===== src/rtl/fp32_divider.sv =====
`default_nettype none
// ============================================================================
// Module      : fp32_divider
// Description : IEEE-754 single-precision divider (a / b), restoring mantissa
//               divider with valid/ready handshakes on both sides.
// Revision    : 1.0 - initial release
// ============================================================================
module fp32_divider #(
    parameter int UNROLL = 1
) (
    input  logic        clk,
    input  logic        rst,
    input  logic        in_valid,
    output logic        in_ready,
    input  logic [31:0] a,
    input  logic [31:0] b,
    output logic        out_valid,
    input  logic        out_ready,
    output logic [31:0] result,
    output logic        flag_invalid,
    output logic        flag_div_by_zero,
    output logic        flag_overflow,
    output logic        flag_underflow
);

    localparam int         C_STEPS    = 26 / UNROLL;
    localparam logic [4:0] C_CNT_LAST = 5'(C_STEPS - 1);

    typedef enum logic [1:0] {
        S_IDLE  = 2'd0,
        S_DIV   = 2'd1,
        S_ROUND = 2'd2,
        S_DONE  = 2'd3
    } state_t;

    state_t      r_state;
    logic        r_sign;
    logic [7:0]  r_ea;
    logic [7:0]  r_eb;
    logic [23:0] r_mb;
    logic [24:0] r_rem;
    logic [25:0] r_q;
    logic [4:0]  r_cnt;

    // ------------------------------------------------------------------
    // Operand classification, evaluated on the live inputs at accept
    // ------------------------------------------------------------------
    logic        w_a_zero, w_a_inf, w_a_nan;
    logic        w_b_zero, w_b_inf, w_b_nan;
    logic        w_sign;
    logic        w_spec_invalid, w_spec_inf, w_spec_zero, w_special;
    logic        w_spec_dbz;
    logic [31:0] w_spec_result;

    always_comb begin
        w_a_zero = (a[30:23] == 8'h00);
        w_b_zero = (b[30:23] == 8'h00);
        w_a_inf  = (a[30:23] == 8'hFF) && (a[22:0] == 23'h0);
        w_b_inf  = (b[30:23] == 8'hFF) && (b[22:0] == 23'h0);
        w_a_nan  = (a[30:23] == 8'hFF) && (a[22:0] != 23'h0);
        w_b_nan  = (b[30:23] == 8'hFF) && (b[22:0] != 23'h0);
        w_sign   = a[31] ^ b[31];

        w_spec_invalid = w_a_nan || w_b_nan || (w_a_zero && w_b_zero) || (w_a_inf && w_b_inf);
        w_spec_inf     = w_a_inf || w_b_zero;
        w_spec_zero    = w_a_zero || w_b_inf;
        w_special      = w_spec_invalid || w_spec_inf || w_spec_zero;
        // inf / 0 is an exact infinity, not a division-by-zero event
        w_spec_dbz     = !w_spec_invalid && w_b_zero && !w_a_inf;

        if (w_spec_invalid) begin
            w_spec_result = {w_sign, 8'hFF, 23'h400000};
        end else if (w_spec_inf) begin
            w_spec_result = {w_sign, 8'hFF, 23'h000000};
        end else begin
            w_spec_result = {w_sign, 31'h0};
        end
    end

    // ------------------------------------------------------------------
    // Restoring division: UNROLL quotient bits per cycle, MSB first
    // ------------------------------------------------------------------
    logic [24:0] w_rem_nx;
    logic [25:0] w_q_nx;

    always_comb begin
        w_rem_nx = r_rem;
        w_q_nx   = r_q;
        for (int i = 0; i < UNROLL; i++) begin
            if (w_rem_nx >= {1'b0, r_mb}) begin
                w_rem_nx = (w_rem_nx - {1'b0, r_mb}) << 1;
                w_q_nx   = {w_q_nx[24:0], 1'b1};
            end else begin
                w_rem_nx = w_rem_nx << 1;
                w_q_nx   = {w_q_nx[24:0], 1'b0};
            end
        end
    end

    // ------------------------------------------------------------------
    // Normalise, round to nearest even, range check
    // ------------------------------------------------------------------
    logic               w_rem_nz;
    logic signed [9:0]  w_exp_diff;
    logic signed [9:0]  w_exp_norm;
    logic signed [9:0]  w_exp_rnd;
    logic [22:0]        w_mant;
    logic [22:0]        w_mant_rnd;
    logic [23:0]        w_mant_sum;
    logic               w_guard, w_sticky, w_round_up;
    logic               w_ovf, w_unf;
    logic [31:0]        w_norm_result;

    always_comb begin
        w_rem_nz   = |r_rem;
        w_exp_diff = $signed({2'b00, r_ea}) - $signed({2'b00, r_eb});

        if (r_q[25]) begin
            w_mant     = r_q[24:2];
            w_guard    = r_q[1];
            w_sticky   = r_q[0] | w_rem_nz;
            w_exp_norm = w_exp_diff + 10'sd127;
        end else begin
            w_mant     = r_q[23:1];
            w_guard    = r_q[0];
            w_sticky   = w_rem_nz;
            w_exp_norm = w_exp_diff + 10'sd126;
        end

        w_round_up = w_guard & (w_sticky | w_mant[0]);
        w_mant_sum = {1'b0, w_mant} + {23'h0, w_round_up};

        // Carry out of the fraction means the value became exactly 2.0 * 2^e
        if (w_mant_sum[23]) begin
            w_mant_rnd = 23'h0;
            w_exp_rnd  = w_exp_norm + 10'sd1;
        end else begin
            w_mant_rnd = w_mant_sum[22:0];
            w_exp_rnd  = w_exp_norm;
        end

        w_ovf = (w_exp_rnd >= 10'sd255);
        w_unf = (w_exp_rnd <= 10'sd0);

        if (w_ovf) begin
            w_norm_result = {r_sign, 8'hFF, 23'h0};
        end else if (w_unf) begin
            w_norm_result = {r_sign, 31'h0};
        end else begin
            w_norm_result = {r_sign, w_exp_rnd[7:0], w_mant_rnd};
        end
    end

    // ------------------------------------------------------------------
    // Control FSM with registered outputs
    // ------------------------------------------------------------------
    always_ff @(posedge clk or posedge rst) begin
        if (rst) begin
            r_state          <= S_IDLE;
            r_sign           <= 1'b0;
            r_ea             <= 8'h0;
            r_eb             <= 8'h0;
            r_mb             <= 24'h0;
            r_rem            <= 25'h0;
            r_q              <= 26'h0;
            r_cnt            <= 5'h0;
            out_valid        <= 1'b0;
            result           <= 32'h0;
            flag_invalid     <= 1'b0;
            flag_div_by_zero <= 1'b0;
            flag_overflow    <= 1'b0;
            flag_underflow   <= 1'b0;
        end else begin
            case (r_state)
                S_IDLE: begin
                    if (in_valid) begin
                        r_sign <= w_sign;
                        r_ea   <= a[30:23];
                        r_eb   <= b[30:23];
                        r_mb   <= {1'b1, b[22:0]};
                        r_rem  <= {2'b01, a[22:0]};
                        r_q    <= 26'h0;
                        r_cnt  <= C_CNT_LAST;
                        if (w_special) begin
                            result           <= w_spec_result;
                            flag_invalid     <= w_spec_invalid;
                            flag_div_by_zero <= w_spec_dbz;
                            flag_overflow    <= 1'b0;
                            flag_underflow   <= 1'b0;
                            out_valid        <= 1'b1;
                            r_state          <= S_DONE;
                        end else begin
                            r_state <= S_DIV;
                        end
                    end
                end
                S_DIV: begin
                    r_rem <= w_rem_nx;
                    r_q   <= w_q_nx;
                    if (r_cnt == 5'h0) begin
                        r_state <= S_ROUND;
                    end else begin
                        r_cnt <= r_cnt - 5'h1;
                    end
                end
                S_ROUND: begin
                    result           <= w_norm_result;
                    flag_invalid     <= 1'b0;
                    flag_div_by_zero <= 1'b0;
                    flag_overflow    <= w_ovf;
                    flag_underflow   <= w_unf;
                    out_valid        <= 1'b1;
                    r_state          <= S_DONE;
                end
                S_DONE: begin
                    if (out_ready) begin
                        out_valid <= 1'b0;
                        r_state   <= S_IDLE;
                    end
                end
                default: begin
                    r_state <= S_IDLE;
                end
            endcase
        end
    end

    assign in_ready = (r_state == S_IDLE);

endmodule
`default_nettype wire


===== config.mk =====
export PLATFORM = sky130hd
export DESIGN_NAME = fp32_divider
export DESIGN_NICKNAME = d
export VERILOG_FILES = /design/src/rtl/fp32_divider.sv
export SDC_FILE = /design/constraint.sdc
export NUM_CORES = 1
export LEC_CHECK = 0
export ABC_CLOCK_PERIOD_IN_PS = 6400
export CORE_ASPECT_RATIO = 0.6
export CORE_UTILIZATION = 58
export DETAILED_ROUTE_END_ITERATION = 8
export GPL_TIMING_DRIVEN = 1
export PLACE_DENSITY_LB_ADDON = 0.12
export REMOVE_ABC_BUFFERS = 1
export SETUP_SLACK_MARGIN = 0.5
export SLEW_MARGIN = 15
export SYNTH_ARGS = -nofsm -noshare
export SYNTH_HDL_FRONTEND = slang
export SYNTH_SLANG_ARGS = --single-unit

===== constraint.sdc =====
create_clock -name clk -period 6.4 [get_ports clk]
set_input_delay 1.28 -clock clk [delete_from_list [all_inputs] [get_ports clk]]
set_output_delay 1.28 -clock clk [all_outputs]
set_load 0.03 [all_outputs]

==> results.json <==
{
  "cp_slowest_cell": "nor2b_1",
  "vias_per_cell": 6.20,
  "antenna_found_initial": 0,
  "layout_setup_ws_ps": 1480,
  "synth-edff-count": 0,
  "gr-usage-all-layers_pct": 32.1,
  "num_vias": 8621,
  "row_count": 36,
  "wl_per_cell_um": 19.0,
  "grt_pass1_vias": 7815,
  "postCtsSetupBuffers": 0,
  "syn_inst": 1078,
  "die-width_um": 169,
  "cts.sinks": 136,
  "rr_startpoint": "r_ea[1]",
  "p_total_w": 0.00701,
  "synth_seq_cells": 136,
  "diodes": 0,
  "ff2ff_path_depth": 14,
  "crit_fanout": 22,
  "yosysWarnings": 0,
  "syn_to_final_growth_pct": 18.0,
  "cts_root_buffer": "clkbuf_16",
  "fillers": 1289,
  "ir_drop_mv": 0.304,
  "synth.avg_cell_area_um2": 8.96,
  "power_density_nw_per_um2": 615,
  "reg2reg_slack_ps": 1480,
  "drcViolationCount": 0,
  "cts-htree-levels": 4,
  "multi_input_area_um2": 5770,
  "hold_class": "reg -> reg",
  "io_buffers": 105,
  "post-route-min-period_ps": 4920,
  "critical_path_buf_inv_count": 0,
  "worst_setup_path_start_kind": "flip-flop",
  "synth_cell_types": 80,
  "final_common_cell": "dfrtp_1",
  "hold_slack_ps": 454,
  "timing.setup.tns_ps": 0,
  "gp_routability_congestion": 0.925,
  "dr.pass1.iters": 5,
  "whs_path_depth": 2,
  "cts_buffer_depth": 2,
  "path_cells": "ha_1 -> nor2b_1 -> o21ai_0 -> nand2_1 -> ha_1 -> nor2b_1 -> nor3_1 -> and2_1 -> a31o_2 -> nor3b_1 -> a2111oi_2 -> o21ai_1 -> nand3_2 -> o41ai_1",
  "async_reset_ff_share_pct": 100,
  "ctsResizeCount": 0,
  "grt_overflow": 0,
  "initial_core_util_pct": 59.4,
  "crit_family": "simple AND/OR/NAND/NOR gates",
  "synth_area_um2": 9660,
  "synth_area_leaders": "dfrtp_1 (35%), mux2_2 (6.1%), ha_1 (5.7%), nand2_1 (4.4%), o21ai_0 (3.6%)",
  "clk-insertion-delay-late_ps": 430,
  "nets": 1263,
  "ant_nets": 0,
  "p_leak_nw": 4.84,
  "final_util_pct": 70.1,
  "cts_hold_repair.buffers": 0,
  "critPathCaptureType": "flip-flop",
  "drv_cap": 0,
  "setup-violations-final": 0,
  "ys_seq_area_share_pct": 35.2,
  "fmax_mhz": 203,
  "worst_pin_slew_ps": 945,
  "layout_common_cells": "dfrtp_1 (135), nand2_1 (112), clkdlybuf4s50_1 (105), o21ai_0 (67), a21oi_1 (61)",
  "skew_ps": 17.2,
  "hold_viol_final": 0,
  "slowest_delay_ps": 550,
  "seqCellArea_um2": 3400,
  "grt_pass1_wl_um": 42700,
  "status": "completed",
  "wirelength_um": 26400,
  "finalMaxSlewViolations": 0,
  "reg2reg_to": "result[0]",
  "cts_tree": "yes",
  "worstPathRequired_ps": 6710,
  "max_slew_margin_pct": 36.1,
  "synth-main-ff-cell": "dfrtp_1",
  "die_height_um": 102,
  "pin_count": 106,
  "preCtsSetupSlack_ps": 1510,
  "fin_crit_sh_pct": 76.8,
  "dp_hpwl_um": 18700,
  "fp.coreArea_um2": 16300,
  "rsz0062_at_grt": "no",
  "cp.arrival_ps": 5220,
  "synth_top_area_share_pct": 35.2,
  "clkSlewWorstSetupHoldPaths_ps": 60,
  "die_area_um2": 17200,
  "hold_end": "r_mb[23]",
  "cts_made_buffers": 17,
  "yosysTopAreaCell": "dfrtp_1",
  "grt_max_degree": 85,
  "min_from": "r_mb[23]",
  "drive_gt1_share_pct": 12.1,
  "drtIter0Drc": 962,
  "worstSetupPathType": "reg -> reg"
}
[through the flow]
step / std cells / instance area (µm²)
after CTS: 1391 / 11400
after global routing: 1391 / 11400
after global placement: 1359 / 10800
after detailed placement: 1359 / 10800
final: 1391 / 11400
after floorplan: 1013 / 9380
[worst reg2reg max path: stages, from the launching register on]
cell       delay [ps]
dfrtp_1           380
ha_1              310
nor2b_1           550
o21ai_0           290
nand2_1           150
ha_1              250
nor2b_1           150
nor3_1            470
and2_1            250
a31o_2            180
nor3b_1           310
a2111oi_2         100
o21ai_1           320
nand3_2           550
o41ai_1           550
[worst max path at each step]
stage	end	from	slack, ps	cells after the start
6_report	result[0]	r_ea[1]	1480	14
5_1_grt	result[0]	r_eb[1]	940	15
4_1_cts	result[0]	r_ea[1]	1470	14
3_5_place_dp	result[0]	r_ea[1]	1510	14
3_3_place_gp	result[0]	r_ea[1]	1800	14
2_1_floorplan	result[0]	r_q[25]	1140	10
[registers in the layout, summed over array words and instances, names as in the netlist]
register,count
r_cnt,5
r_rem,25
flag_overflow,1
out_valid,1
r_state,2
flag_underflow,1
r_ea,8
result,32
flag_div_by_zero,1
flag_invalid,1
r_q,26
r_mb,24
r_eb,8
r_sign,1
[layout make-up]
type	count	area share [%]
multi-input combinational	816	50.6
sequential	136	29.9
timing repair buffer	118	10.1
clock buffer	19	3.89
tap	228	2.50
inverter	61	2.05
clock inverter	13	1.05
[per-layer routing]
metal	vias up	global-route usage (%)	part of all wire, %	wire length, µm
met1	4098	50.6	50	13200
met3	26	9.53	11	2780
li1	4091	-	-	-
met5	-	0	0	0
met4	0	5.31	0.96	253
met2	406	43.1	38	10200
[cell usage after synthesis, drive strengths merged, types with 21 or more instances]
cell type	number
a21oi	63
and3	23
buf	21
clkbuf	44
dfrtp	136
ha	44
inv	59
mux2	52
mux2i	24
nand2	113
nand3	23
nand4	22
nor2	59
nor4	22
o21ai	71
o31ai	21
xnor2	29
[cells by family (layout without fill, tap and decap cells)]
family          count (synthesis)  count (layout)  synth area share, %
xor+xnor                       43              43                 4.17
buf+inv                       126             211                 5.23
simple gates                  351             351                 18.6
flops                         136             136                 35.2
mux                            76              76                 8.55
compound gates                301             301                 22.4
fa+ha+maj                      45              45                 5.91
[where the power goes]
group / total, W / switching, W / internal [W] / leakage, nW
registers: 0.00136 / 0.000219 / 0.00114 / 1.72
logic: 0.00470 / 0.00285 / 0.00184 / 2.85
clock network: 0.000958 / 0.000411 / 0.000547 / 0.270
total: 0.00701 / 0.00348 / 0.00353 / 4.84
Power figures use the tool's default switching activity.
